`src/rtl/seg_pkg.sv`:
```
// Shared definitions for the multiplexed seven-segment scanner: the all-ones
// blank pattern and the one-cold anode decode used by every digit slot.
package seg_pkg;

    // Upper bounds the helpers are sized for; callers cast down to their width.
    localparam int MAX_DIGITS = 16;
    localparam int MAX_SEG_W  = 32;
    localparam int IDX_MAX_W  = 4;

    // Segments and anodes are active-low, so "dark" is all ones.
    function automatic logic [MAX_SEG_W-1:0] blank_pattern();
        return '1;
    endfunction

    // One-cold anode decode: only the selected digit is driven low.
    function automatic logic [MAX_DIGITS-1:0] anode_onecold(input logic [IDX_MAX_W-1:0] idx);
        logic [MAX_DIGITS-1:0] a;
        a      = '1;
        a[idx] = 1'b0;
        return a;
    endfunction

endpackage

```
`src/rtl/scan_prescaler.sv`:
```
// Slot timer: counts 0..PRESCALE-1 while enabled and flags the last cycle of
// each slot so the scanner can advance to the next digit on the same edge.
module scan_prescaler #(
    parameter int PRESCALE = 1000,
    parameter int CNT_W    = $clog2(PRESCALE)
) (
    input  logic             clk,
    input  logic             rst_n,
    input  logic             en,
    output logic [CNT_W-1:0] cnt,
    output logic             wrap
);

    localparam logic [CNT_W-1:0] LAST = CNT_W'(PRESCALE - 1);

    // Wrap is asserted during the final cycle of a slot; the counter returns to 0 on that edge.
    assign wrap = en && (cnt == LAST);

    // Free-running slot counter, held at 0 until the scanner starts.
    always_ff @(posedge clk or negedge rst_n) begin
        if (!rst_n) begin
            cnt <= '0;
        end else if (en) begin
            cnt <= wrap ? '0 : cnt + 1'b1;
        end
    end

endmodule

```
`src/rtl/seg_scan_mux.sv`:
```
// Time-multiplexed display driver. Each digit owns a slot of PRESCALE cycles:
// a blank window of BLANK cycles with every anode off (suppresses ghosting),
// then a display window showing a pattern captured once at the blank/display
// boundary so input changes mid-slot never tear the visible digit.
module seg_scan_mux import seg_pkg::*; #(
    parameter int DIGITS   = 4,
    parameter int SEG_W    = 8,
    parameter int PRESCALE = 1000,
    parameter int BLANK    = 16
) (
    input  logic                      clk,
    input  logic                      rst_n,
    input  logic [DIGITS*SEG_W-1:0]   seg_in,
    input  logic [DIGITS-1:0]         digit_en,
    output logic [SEG_W-1:0]          seg_out,
    output logic [DIGITS-1:0]         anode,
    output logic [$clog2(DIGITS)-1:0] scan_idx,
    output logic                      frame_tick
);

    localparam int IDX_W = $clog2(DIGITS);
    localparam int CNT_W = $clog2(PRESCALE);

    localparam logic [SEG_W-1:0]  SEG_BLANK = SEG_W'(blank_pattern());
    localparam logic [DIGITS-1:0] ANODE_OFF = '1;
    localparam logic [IDX_W-1:0]  IDX_LAST  = IDX_W'(DIGITS - 1);

    // Scanner has seen its first edge after reset; slot 0 starts from that edge.
    logic             run;
    logic [CNT_W-1:0] cnt;
    logic             wrap;

    // Pattern and enable captured at the start of the display window.
    logic [SEG_W-1:0] lat_seg;
    logic             lat_en;

    logic             last_digit;
    logic             latch_edge;
    logic             enter_blank;
    logic [SEG_W-1:0] cur_seg;
    logic             cur_en;
    logic [DIGITS-1:0] anode_sel;

    scan_prescaler #(
        .PRESCALE (PRESCALE),
        .CNT_W    (CNT_W)
    ) u_prescaler (
        .clk   (clk),
        .rst_n (rst_n),
        .en    (run),
        .cnt   (cnt),
        .wrap  (wrap)
    );

    // Slot decode: where the next edge takes us and what the current digit would show.
    always_comb begin
        last_digit  = (scan_idx == IDX_LAST);
        latch_edge  = run && (int'(cnt) == BLANK - 1);
        enter_blank = !run || wrap || ((int'(cnt) + 1) < BLANK);
        cur_seg     = seg_in[int'(scan_idx) * SEG_W +: SEG_W];
        cur_en      = digit_en[scan_idx];
        anode_sel   = DIGITS'(anode_onecold(IDX_MAX_W'(scan_idx)));
    end

    // Scan sequencing: start flag, digit index and the frame-start pulse.
    always_ff @(posedge clk or negedge rst_n) begin
        if (!rst_n) begin
            run        <= 1'b0;
            scan_idx   <= '0;
            frame_tick <= 1'b0;
        end else begin
            run        <= 1'b1;
            frame_tick <= wrap && last_digit;
            if (wrap) begin
                scan_idx <= last_digit ? '0 : scan_idx + 1'b1;
            end
        end
    end

    // Capture the current digit's pattern and enable at the blank/display boundary.
    always_ff @(posedge clk or negedge rst_n) begin
        if (!rst_n) begin
            lat_seg <= SEG_BLANK;
            lat_en  <= 1'b0;
        end else if (latch_edge) begin
            lat_seg <= cur_seg;
            lat_en  <= cur_en;
        end
    end

    // Output drive: anode and segments always move together on the same edge.
    always_ff @(posedge clk or negedge rst_n) begin
        if (!rst_n) begin
            seg_out <= SEG_BLANK;
            anode   <= ANODE_OFF;
        end else if (latch_edge) begin
            // Use the freshly sampled values so the display window starts with current data.
            seg_out <= cur_en ? cur_seg   : SEG_BLANK;
            anode   <= cur_en ? anode_sel : ANODE_OFF;
        end else if (enter_blank) begin
            seg_out <= SEG_BLANK;
            anode   <= ANODE_OFF;
        end else begin
            seg_out <= lat_en ? lat_seg   : SEG_BLANK;
            anode   <= lat_en ? anode_sel : ANODE_OFF;
        end
    end

endmodule

```
`config.mk`:
```
export PLATFORM = sky130hd
export DESIGN_NAME = seg_scan_mux
export DESIGN_NICKNAME = d
export VERILOG_FILES = /design/src/rtl/seg_pkg.sv /design/src/rtl/scan_prescaler.sv /design/src/rtl/seg_scan_mux.sv
export SDC_FILE = /design/constraint.sdc
export NUM_CORES = 1
export LEC_CHECK = 0
export ABC_AREA = 1
export CORE_ASPECT_RATIO = 1.75
export CORE_MARGIN = 3
export CORE_UTILIZATION = 49
export CTS_CLUSTER_SIZE = 30
export DETAILED_ROUTE_END_ITERATION = 12
export PLACE_DENSITY = 0.78
export SYNTH_ARGS = -nofsm -noshare
export SYNTH_HDL_FRONTEND = slang
export SYNTH_SLANG_ARGS = --single-unit
```
`constraint.sdc`:
```
create_clock -name clk -period 2.19 [get_ports clk]
set_clock_uncertainty 0.15 [all_clocks]
set_input_delay 0.3285 -clock clk [delete_from_list [all_inputs] [get_ports clk]]
set_output_delay 0.3285 -clock clk [all_outputs]
set_load 0.05 [all_outputs]
```
-- After elaboration in Yosys (flattened, before gate mapping)
Index checks and enable logic that the tools add are counted.
- flip-flop bits (word level): 35
- output and inout bits: 15
- bits of input ports: 38
- reductions and logical operators: 7
- equality and inequality tests: 3
- bitwise logic cells: 1
- $add $sub $neg: 3
- muxes and demuxes: 14
- magnitude comparators: 4
- shifts and indexed selects: 1
- operators by type and width (cell ; count):
    $mux W8 ; 4
    $shiftx A32 B6 Y8 ; 1
    $mux W4 ; 4
    $add A10 B1 Y11 const B ; 1
    $lt A11 B5 Y1 const B ; 1
    $add A10 B1 Y10 const B ; 1
    $eq A10 B10 Y1 const B ; 1
    $eq A10 B5 Y1 const B ; 1
    $mux W10 ; 1
    $lt A2 B5 Y1 const B ; 1
    $logic_and A1 B1 Y1 ; 4
    $not A4 Y4 ; 1
    $lt A2 B3 Y1 const B ; 1
    $add A2 B1 Y2 const B ; 1
    $bmux W1 S2 ; 1
    $demux W1 S2 ; 1
    $eq A2 B2 Y1 const B ; 1
    $ge A2 B1 Y1 const B ; 1
    $logic_or A1 B1 Y1 ; 2
    $mux W1 ; 2
    $mux W2 ; 1
    $logic_not A1 Y1 ; 1

-- Logic depth before layout (Yosys ltp)
- word-level depth: 8
- gate-level depth with buffers: 13
- depth with buffers taken out: 12

-- Cells and area by module
Synthesis repeated with hierarchy kept, for this count alone.
- cells, all modules: 271
- area total of the unflattened synthesis: 1996.9 µm²
- by module, submodules not included (module ; seq. area each (µm²) ; times used ; area each (µm²) ; cells each):
    seg_scan_mux ; 650.6 ; 1 ; 1408.9 ; 190
    scan_prescaler ; 250.2 ; 1 ; 588.1 ; 81

-- Worst setup path before layout
OpenSTA, ideal clock, no wires.
- kind: register to register
- from: reg scan_idx[0]
- to: reg scan_idx[1]
- cell stages (with the launch flop): 8
- required time: 1901 ps
- arrival time: 1700 ps
- period minus slack after synthesis: 1988 ps
- setup time: 139 ps
- path slack: 202 ps
- path through: dfrtp_1 > buf_2 > inv_1 > buf_4 > buf_2 > ha_1 > nand2_1 > o21ai_0
- longest elaborated chain between the ends: 2
- elaborated cells between the ends (all ways): 3
- RTL lines (item ; line ; RTL):
    start, declared ; seg_scan_mux.sv:17 ; output logic [$clog2(DIGITS)-1:0] scan_idx,
    start signal, assigned ; seg_scan_mux.sv:75 ; scan_idx <= last_digit ? '0 : scan_idx + 1'b1;
    $add A2 B1 Y2 or $eq A2 B2 Y1 (tied branches) ; seg_scan_mux.sv:75, seg_scan_mux.sv:57 ;
    $mux W2 * ; seg_scan_mux.sv:75 ;
Every way passes the cells marked *; elsewhere a longest branch is shown, timed or not.
A chain may end at the register's enable or synchronous reset.

-- Worst setup path in the final report
- from: reg seg_out[7]
- to: out seg_out[7]
- RTL lines (item ; line ; RTL):
    start, declared ; seg_scan_mux.sv:15 ; output logic [SEG_W-1:0] seg_out,
    start signal, assigned ; seg_scan_mux.sv:98 ; seg_out <= cur_en ? cur_seg : SEG_BLANK;
    start signal, assigned ; seg_scan_mux.sv:104 ; seg_out <= lat_en ? lat_seg : SEG_BLANK;
No word-level cell between the ends.

==> flow_summary.ini <==
[run_status]
outcome = complete, no violations

[final_layout]
fin_nets = 373
multiInputGateArea_um2 = 1060
fill_cells = 356
drive_gt1_frac = 0.196
diodes = 0
post-route-util = 0.680
syn2layout_area_growth_pct = 32.0
layout_common_cells = nand2_1 (86), clkdlybuf4s50_1 (51), inv_1 (30)
regArea_um2 = 901
final_common_cell = nand2_1

[detailed_routing]
drt-total-wl_mm = 4.80
vias_per_cell = 5.11
drt_pass1_iterations = 4
drc = 0
wl_per_cell_um = 12.6
num_vias = 1940
drt_iter0_markers = 56
ant_nets = 0

[grt]
overflow = 0
grt_start_max_net_pins = 36
antenna_found_initial = 0
grtUsageTotal = 0.195
grt_pass1_vias = 1820
grt_pass1_wl_mm = 8.10

[worst_setup_path]
path_max_fanout = 1
r2r_end = anode[3]
cp.required_ns = 1.71
crit_path_max_incr_delay_ns = 0.80
crit_family = buffers and inverters
cp-end-kind = primary output
r2r-start = u_prescaler.cnt[1]
start_kind = flop
arrival_ns = 1.64
path_cells = clkdlybuf4s50_1
worst-r2r-setup-slack_ns = 0.27
path_class = reg -> out
path_buf_inv = 1
slowest_stage = clkdlybuf4s50_1
r2r_cells = 11

[power_and_ir_drop]
p_leak_uw = 0.00129
switching_power_uw = 898
p_per_area_nw_per_um2 = 838
combPwrFrac = 0.374
p_total_uw = 2390
ir_drop_mv = 0.493
clockPowerShare = 0.202
p_sw_frac = 0.376
intPower_uw = 1490
p_seq_frac = 0.425

[synthesis]
ys_ff_latch = 35
synth_nets = 318
syn_avg_cell_area_um2 = 7.84
yosys_warnings = 0
syn_area_um2 = 2160
syn_inst = 275
ys_types = 31
synth-seq-area-share = 0.418

[floorplanning]
die_w_um = 56.1
die_area_um2 = 5260
core_um2 = 4190
die_h_um = 93.7
ios = 53
row_count = 31
start_util = 0.515

[timing]
max-slew-margin-rel = 0.663
grt_setup_unrepaired = no
tightest_slew_ns = 0.503
hold_viol_final = 0
setup_violations = 0
fmax_mhz = 473
fin_crit_ns = 2.11
finalCritPeriodShare = 0.965
report.final.slew_viol_count = 0
setup_tns_ns = 0

[hold_path]
hold_class = in -> async

[clock_tree]
cts_root_buf = clkbuf_8
cts_tree = yes
cts.clk_slew.worst_paths_ns = 0.08
clock_latency_ns = 0.29
cts_made_buffers = 5
clock-sinks = 35
htreeDepth = 2
cts.path.max_buffers = 2

[place]
gp_congestion = 0.845
place_hpwl_mm = 3.67
io_buffer_count = 52

[job]
maxCapViolations = 0
## what timing repair did
action | CTS | global route
gates resized for setup | 0 | 1
hold buffers | 0 | 0
endpoints found under the hold margin | 0 | 0
setup buffers | 0 | 0
setup endpoints to repair | 0 | 12
## routing by layer
metal | routed length, um | global-route usage
met1 | 1890 | 0.213
met2 | 2570 | 0.343
met3 | 162 | 0.0358
met4 | 184 | 0.117
met5 | 0 | 0
## metrics by stage
| step | instances | setup slack (ns) | hold slack, ns | instance area, um2 |
|---|---|---|---|---|
| floorplan | 275 | 0.202 | -0.117 | 2160 |
| global placement | 372 | 0.253 | 0.325 | 2750 |
| detailed placement | 372 | 0.189 | 0.329 | 2750 |
| CTS | 380 | 0.0761 | 0.298 | 2840 |
| global route | 380 | 0.0398 | 0.339 | 2850 |
| finish | 380 | 0.0762 | 0.277 | 2850 |
## Yosys cell counts (all sizes together)
library cell / instances / area share
a21boi: 1 / 0.0035
a21oi: 9 / 0.023
a22o: 1 / 0.0041
a32o: 8 / 0.037
buf: 7 / 0.023
clkbuf: 4 / 0.0070
clkinv: 1 / 0.0017
conb: 1 / 0.0017
dfrtp: 15 / 0.17
dfstp: 20 / 0.24
ha: 5 / 0.029
inv: 35 / 0.061
nand2: 91 / 0.16
nand3: 22 / 0.091
nor2: 30 / 0.068
nor3: 1 / 0.0046
nor4: 1 / 0.0029
o21ai: 16 / 0.037
o22ai: 4 / 0.012
xor2: 3 / 0.012
## power by group through the flow
stage	registers, uW	clock network [uW]	logic, uW
2_1_floorplan	1130	0	502
3_3_place_gp	1010	0	871
3_5_place_dp	1020	0	883
4_1_cts	1010	492	888
5_1_grt	1040	520	981
6_report	1010	481	892
## logic make-up after synthesis
kind of cell               count (synthesis)  synth area share
AOI/OAI and AO/OA                         39             0.116
xor gates and xnor gates                   3            0.0122
adders and majority gates                  5            0.0290
buffers and inverters                     47            0.0929
DFF                                       35             0.418
other                                      1           0.00174
and+or+nand+nor                          145             0.330
## worst max path at each step
stage | from | endpoint | depth (start not counted)
global placement | u_prescaler.cnt[1] | seg_out[7] | 11
CTS | seg_out[7] | seg_out[7] | 1
detailed placement | u_prescaler.cnt[0] | anode[3] | 12
global route | u_prescaler.cnt[1] | seg_out[7] | 11
finish | seg_out[7] | seg_out[7] | 1
floorplan | scan_idx[0] | scan_idx[1] | 7
## area by class of cell
cell class | instances | area share
clock buffer | 7 | 0.0303
clock inverter | 1 | 0.00176
inverter | 36 | 0.0475
multi-input combinational | 193 | 0.373
sequential | 35 | 0.316
tap | 49 | 0.0215
timing repair buffer | 59 | 0.209
## flip-flops by register name (all words and copies together), names as in the netlist
| name | flops |
|---|---|
| lat_en | 1 |
| seg_out | 8 |
| run | 1 |
| scan_idx | 2 |
| lat_seg | 8 |
| u_prescaler.cnt | 10 |
| frame_tick | 1 |
| anode | 4 |
No activity file was read; power rests on OpenSTA's default activity.
